===== src/rtl/balance_pipe_seq.sv =====
// Balance-control pipeline sequencer: snapshots steering/power context on vld,
// waits PID_LAT edges, then loads the stage-2 registers and strobes math_vld.
// Optional stale-sensor watchdog is enabled with `define BAL_WDOG_EN.
module balance_pipe_seq #(
    parameter int unsigned PID_LAT   = 1,
    parameter int unsigned STALE_CYC = 1_000_000,
    parameter bit          fast_sim  = 1'b1
) (
    input  logic        clk,
    input  logic        rst_n,
    input  logic        vld,
    input  logic        pwr_up,
    input  logic        en_steer,
    input  logic [11:0] steer_pot,
    input  logic signed [11:0] PID_cntrl_stage1,
    input  logic [7:0]  ss_tmr_stage1,
    output logic signed [11:0] PID_cntrl_pipe2,
    output logic [7:0]  ss_tmr_pipe2,
    output logic [11:0] steer_pot_pipe2,
    output logic        en_steer_pipe2,
    output logic        pwr_up_pipe2,
    output logic        math_vld,
    output logic        ovr,
    output logic        stale
);

    localparam int unsigned CNT_W    = 4;
    localparam int unsigned WDOG_W   = 20;
    localparam int unsigned THRESH   = fast_sim ? 32'd1024 : STALE_CYC;
    localparam logic [CNT_W-1:0]  CNT_LOAD = CNT_W'(PID_LAT - 1);
    localparam logic [WDOG_W-1:0] TRIP_AT  = WDOG_W'(THRESH - 1);

    typedef enum logic {
        IDLE = 1'b0,
        WAIT = 1'b1
    } state_t;

    state_t             state_q, state_d;
    logic [CNT_W-1:0]   cnt_q, cnt_d;
    logic               capture_c;
    logic               relatch_c;
    logic               ovr_d;
    logic               trip_c;

    logic [11:0]        side_steer_q;
    logic               side_en_q;
    logic               side_pwr_q;

    logic signed [11:0] pid_q;
    logic [7:0]         ss_q;
    logic [11:0]        steer_q;
    logic               en_q;
    logic               pwr_q;
    logic               math_vld_q;
    logic               ovr_q;

    // State and latency counter registers
    always_ff @(posedge clk or negedge rst_n) begin
        if (!rst_n) begin
            state_q <= IDLE;
            cnt_q   <= '0;
        end else begin
            state_q <= state_d;
            cnt_q   <= cnt_d;
        end
    end

    // Next-state: a vld on the capture edge chains straight into a new WAIT
    always_comb begin
        state_d   = state_q;
        cnt_d     = cnt_q;
        capture_c = 1'b0;
        relatch_c = 1'b0;
        ovr_d     = 1'b0;
        case (state_q)
            IDLE: begin
                if (vld) begin
                    relatch_c = 1'b1;
                    cnt_d     = CNT_LOAD;
                    state_d   = WAIT;
                end
            end
            WAIT: begin
                if (cnt_q != '0) begin
                    if (vld) begin
                        ovr_d     = 1'b1;
                        relatch_c = 1'b1;
                        cnt_d     = CNT_LOAD;
                    end else begin
                        cnt_d = cnt_q - CNT_W'(1);
                    end
                end else begin
                    capture_c = 1'b1;
                    if (vld) begin
                        relatch_c = 1'b1;
                        cnt_d     = CNT_LOAD;
                    end else begin
                        state_d = IDLE;
                    end
                end
            end
            default: state_d = IDLE;
        endcase
    end

    // Side registers hold the steering/power context of the pending sample
    always_ff @(posedge clk or negedge rst_n) begin
        if (!rst_n) begin
            side_steer_q <= '0;
            side_en_q    <= 1'b0;
            side_pwr_q   <= 1'b0;
        end else if (relatch_c) begin
            side_steer_q <= steer_pot;
            side_en_q    <= en_steer;
            side_pwr_q   <= pwr_up;
        end
    end

    // Stage-2 registers; watchdog zeroing takes precedence over a capture
    always_ff @(posedge clk or negedge rst_n) begin
        if (!rst_n) begin
            pid_q      <= '0;
            ss_q       <= '0;
            steer_q    <= '0;
            en_q       <= 1'b0;
            pwr_q      <= 1'b0;
            math_vld_q <= 1'b0;
            ovr_q      <= 1'b0;
        end else begin
            math_vld_q <= capture_c;
            ovr_q      <= ovr_d;
            if (capture_c) begin
                pid_q   <= PID_cntrl_stage1;
                ss_q    <= ss_tmr_stage1;
                steer_q <= side_steer_q;
                en_q    <= side_en_q;
                pwr_q   <= side_pwr_q & pwr_up;
            end else if (!pwr_up) begin
                pwr_q <= 1'b0;
            end
            if (trip_c) begin
                pid_q <= '0;
                ss_q  <= '0;
                pwr_q <= 1'b0;
            end
        end
    end

`ifdef BAL_WDOG_EN
    logic [WDOG_W-1:0] wdog_q;
    logic              stale_q;

    assign trip_c = (wdog_q == TRIP_AT);

    // Saturating vld-free cycle counter; stale holds until the next capture
    always_ff @(posedge clk or negedge rst_n) begin
        if (!rst_n) begin
            wdog_q  <= '0;
            stale_q <= 1'b0;
        end else begin
            if (vld) begin
                wdog_q <= '0;
            end else if (wdog_q != '1) begin
                wdog_q <= wdog_q + WDOG_W'(1);
            end
            if (trip_c) begin
                stale_q <= 1'b1;
            end else if (capture_c) begin
                stale_q <= 1'b0;
            end
        end
    end

    assign stale = stale_q;
`else
    logic unused_wdog_cfg;

    assign trip_c          = 1'b0;
    assign stale           = 1'b0;
    assign unused_wdog_cfg = ^TRIP_AT;
`endif

    assign PID_cntrl_pipe2 = pid_q;
    assign ss_tmr_pipe2    = ss_q;
    assign steer_pot_pipe2 = steer_q;
    assign en_steer_pipe2  = en_q;
    assign pwr_up_pipe2    = pwr_q;
    assign math_vld        = math_vld_q;
    assign ovr             = ovr_q;

endmodule


===== config.mk =====
export PLATFORM = sky130hd
export DESIGN_NAME = balance_pipe_seq
export DESIGN_NICKNAME = d
export VERILOG_FILES = /design/src/rtl/balance_pipe_seq.sv
export SDC_FILE = /design/constraint.sdc
export NUM_CORES = 1
export LEC_CHECK = 0
export ABC_AREA = 1
export CAP_MARGIN = 20
export CORE_ASPECT_RATIO = 1.2
export CORE_UTILIZATION = 40
export CTS_CLUSTER_DIAMETER = 80
export DETAILED_ROUTE_END_ITERATION = 16
export DONT_BUFFER_PORTS = 1
export GPL_ROUTABILITY_DRIVEN = 0
export SETUP_SLACK_MARGIN = 0.05
export SLEW_MARGIN = 20
export SYNTH_ARGS = -nofsm -noshare
export SYNTH_HDL_FRONTEND = slang
export SYNTH_SLANG_ARGS = --single-unit

===== constraint.sdc =====
create_clock -name clk -period 2.85 [get_ports clk]
set_input_delay 0.57 -clock clk [delete_from_list [all_inputs] [get_ports clk]]
set_output_delay 0.57 -clock clk [all_outputs]
set_load 0.02 [all_outputs]

==> insert_results.sql <==
INSERT INTO impl_metrics (metric_group, metric, value, unit) VALUES
('global_route', 'number_of_antenna_violations_at_the_first_check_in_global_routing', '0', ''),
('sta', 'setup_viol', '0', ''),
('worst_hold_path', 'hold_path_class', 'in2async', ''),
('critical_path', 'critPathLaunchType', 'flop', ''),
('global_route', 'grt_pass1_wl', '5.57', 'mm'),
('route', 'wire_per_inst', '13.2', 'µm'),
('route', 'wirelength', '3.79', 'mm'),
('critical_path', 'cp_data_arrival_time', '2.18', 'ns'),
('final_layout', 'drive_above_1_share', '0.0573', ''),
('synth', 'seq_area_frac_synth', '0.643', ''),
('status', 'run_status', 'completed', ''),
('global_route', 'grt_pass1_vias', '1215', ''),
('floorplanning', 'pin_count', '74', ''),
('pwr', 'leakage_power_figure', '1.16', 'nW'),
('sta', 'clock-skew-final', '0.00532', 'ns'),
('sta', 'rsz0062_at_grt', 'false', ''),
('synth', 'synth_most_common_cell', 'nand2_1', ''),
('synth', 'post_synthesis_instance_area', '2140', 'µm²'),
('synth', 'synth-warning-count', '0', ''),
('synth', 'ys_top_cells_by_area', 'dfrtp_1 64%, nand2_1 17%, o21ai_0 6.8%, inv_1 3.0%, buf_6 1.6%', ''),
('global_route', 'gr-usage-all-layers', '0.136', ''),
('global_route', 'globalRoute.totalOverflow', '0', ''),
('floorplanning', 'fp.dieArea', '5650', 'µm²'),
('cts', 'cts_root_buffer', 'clkbuf_8', ''),
('run', 'max_cap_check_violation_count', '0', ''),
('pwr', 'comb_power_frac', '0.287', ''),
('cts', 'cts_max_level', '2', ''),
('synth', 'synth_area_leader_cell', 'dfrtp_1', ''),
('synth', 'yosysUniqueCellTypes', '18', ''),
('floorplanning', 'initial_utilization', '0.424', ''),
('synth', 'synth-seq-cells', '55', ''),
('floorplanning', 'die_height', '82.1', 'µm'),
('cts', 'insertion_delay', '0.30', 'ns'),
('cts', 'cts_resized', '0', ''),
('route', 'antenna_left', '0', ''),
('sta', 'hold_viol_final', '0', ''),
('placed_design', 'buffer_ports.inserted', '0', ''),
('sta', 'maxClockFrequency', '517', 'MHz'),
('route', 'vias_per_cell', '4.83', ''),
('pwr', 'power.switching', '0.00129', 'W'),
('pwr', 'power.density', '1240', 'nW/µm²'),
('cts', 'clkTransAtPathRegs', '0.10', 'ns'),
('synth', 'synth_area_per_cell', '9.38', 'µm²'),
('final_layout', 'fill_cells', '497', ''),
('pwr', 'p_seq_frac', '0.565', ''),
('critical_path', 'critPathRequiredTime', '3.09', 'ns'),
('synth', 'post_synth_inst_count', '228', ''),
('floorplanning', 'dieWidth', '68.8', 'µm'),
('floorplanning', 'num_rows', '28', ''),
('placed_design', 'dp_hpwl', '2.48', 'mm'),
('cts', 'holdBufCountCts', '1', ''),
('route', 'drc_errors_left', '0', ''),
('route', 'detailedRoute.firstIterationViolations', '59', ''),
('sta', 'report.final.slew_viol_count', '0', ''),
('synth', 'synth_common_cells', '97 x nand2_1, 55 x dfrtp_1, 29 x o21ai_0', ''),
('global_route', 'pin_count_of_the_biggest_net_entering_global_routing', '56', ''),
('final_layout', 'layout-area-overhead-vs-synth', '5.61', '%'),
('final_layout', 'final_core_util', '0.448', ''),
('cts', 'clock_path_buffers', '2', ''),
('floorplanning', 'coreArea', '5040', 'µm²'),
('pwr', 'internal_power', '0.00151', 'W'),
('critical_path', 'worstSetupPathType', 'reg2reg', ''),
('pwr', 'clockPowerShare', '0.149', ''),
('synth', 'async_flop_share', '1.00', ''),
('cts', 'cts_setup_buffers', '0', ''),
('pwr', 'switching_share', '0.460', ''),
('sta', 'final.setup.tns', '0', 'ns'),
('synth', 'syn_nets', '267', ''),
('route', 'firstDrtPassIters', '4', ''),
('sta', 'period_minus_slack', '1.93', 'ns'),
('synth', 'synth_ff_type', 'dfrtp_1', ''),
('critical_path', 'cp-end-kind', 'flop', ''),
('sta', 'max_slew_margin', '0.616', ''),
('cts', 'tritoncts', 'built', ''),
('route', 'vias', '1385', ''),
('final_layout', 'nNetsFinal', '265', ''),
('synth', 'synth_edf_count', '0', ''),
('synth', 'synth_top_cell_area_share', '0.643', ''),
('cts', 'cts_buffers', '5', ''),
('critical_path', 'cp_max_fo', '31', ''),
('cts', 'tritoncts_num_sinks', '55', ''),
('final_layout', 'num_antenna_cells', '0', ''),
('sta', 'worst_pin_slew', '0.576', 'ns'),
('sta', 'timing.final.crit_share', '0.679', ''),
('pwr', 'vdd_ir_drop_max', '0.512', 'mV');
-- cells in the final DEF, fill, tap and decap left out --
cell type    n
inv_2        1
clkinvlp_4   2
clkbuf_8     5
nand2_1     97
ha_1         2
inv_1       17
nor3_1       1
nor2_1       4
clkinv_2     1
a21oi_1      1
o21ai_0     29
nand3_1      6
buf_4        1
dfrtp_1     55
buf_16       1
o21bai_1     1
conb_1       1
nor2_2       1
nand3_2      1
-- area by class of cell --
class                           count  area, µm²  area share
Clock buffer                        5       68.8      0.0305
Multi-Input combinational cell    144        617       0.273
Sequential cell                    55       1380       0.609
Timing Repair Buffer                2       35.0      0.0155
Tap cell                           60       75.1      0.0332
Clock inverter                      3       20.0     0.00886
Inverter                           18       67.6      0.0299
-- registers in the layout, summed over array words and instances, names as in the netlist --
signal / flops
en_steer_pipe2: 1
ovr: 1
PID_cntrl_pipe2: 12
side_pwr_q: 1
cnt_q: 4
state_q: 1
side_steer_q: 12
side_en_q: 1
pwr_up_pipe2: 1
math_vld: 1
steer_pot_pipe2: 12
ss_tmr_pipe2: 8
-- stage by stage --
| stage | area [µm²] | hold slack [ns] | worst slack (ns) | std cells | power, W |
|---|---|---|---|---|---|
| after global placement | 2140 | 0.275 | 0.963 | 278 | 0.00236 |
| after floorplan | 2140 | 0.274 | 1.61 | 228 | 0.00230 |
| final | 2260 | 0.113 | 0.915 | 287 | 0.00280 |
| after global routing | 2260 | 0.111 | 0.644 | 287 | 0.00305 |
| after detailed placement | 2140 | 0.275 | 0.911 | 278 | 0.00240 |
| after CTS | 2260 | 0.116 | 0.887 | 287 | 0.00285 |
-- worst max-delay path, stage by stage, from the launching register on --
cell and delay, ns:
dfrtp_1 0.40, inv_1 0.12, ha_1 0.20, nand3_2 0.47
inv_2 0.50, nand2_1 0.09, nand2_1 0.08
-- worst paths after layout --
| path | depth (start not counted) | start | end | slack (ns) |
|---|---|---|---|---|
| worst max-delay path | 6 | cnt_q[0] | PID_cntrl_pipe2[0] | 0.92 |
| worst min-delay path | 1 | rst_n | PID_cntrl_pipe2[3] | 0.11 |
| worst max register to register | 6 | cnt_q[0] | PID_cntrl_pipe2[0] | 0.92 |
| worst min register to register | 2 | side_pwr_q | side_pwr_q | 0.48 |
| max in group asynchronous | 1 | rst_n | side_steer_q[8] | 2.50 |
| min in group clk | 1 | vld | side_en_q | 0.36 |
-- kinds of logic (layout without fill, tap and decap cells) --
family,Yosys count,count (layout),synth area share
compound gates,31,31,0.0737
fa+ha+maj,2,2,0.0117
buf+inv,29,28,0.0684
flops,55,55,0.643
other cells,1,1,0.00175
simple gates,110,110,0.201
-- per-layer routing --
layer / track usage / share of wire / wire, µm
met2: 0.212 / 0.44 / 1650
met5: 0 / 0 / 0
met4: 0.0490 / 0.016 / 59
met3: 0.0714 / 0.13 / 498
met1: 0.157 / 0.42 / 1580
-- power by group through the flow --
stage / sequential (W) / combinational, W / clock, W
after floorplan: 0.00154 / 0.000758 / 0
after global placement: 0.00160 / 0.000764 / 0
after detailed placement: 0.00160 / 0.000799 / 0
after CTS: 0.00159 / 0.000820 / 0.000442
after global routing: 0.00163 / 0.000957 / 0.000465
final: 0.00158 / 0.000802 / 0.000416
No activity file was read; power rests on OpenSTA's default activity.
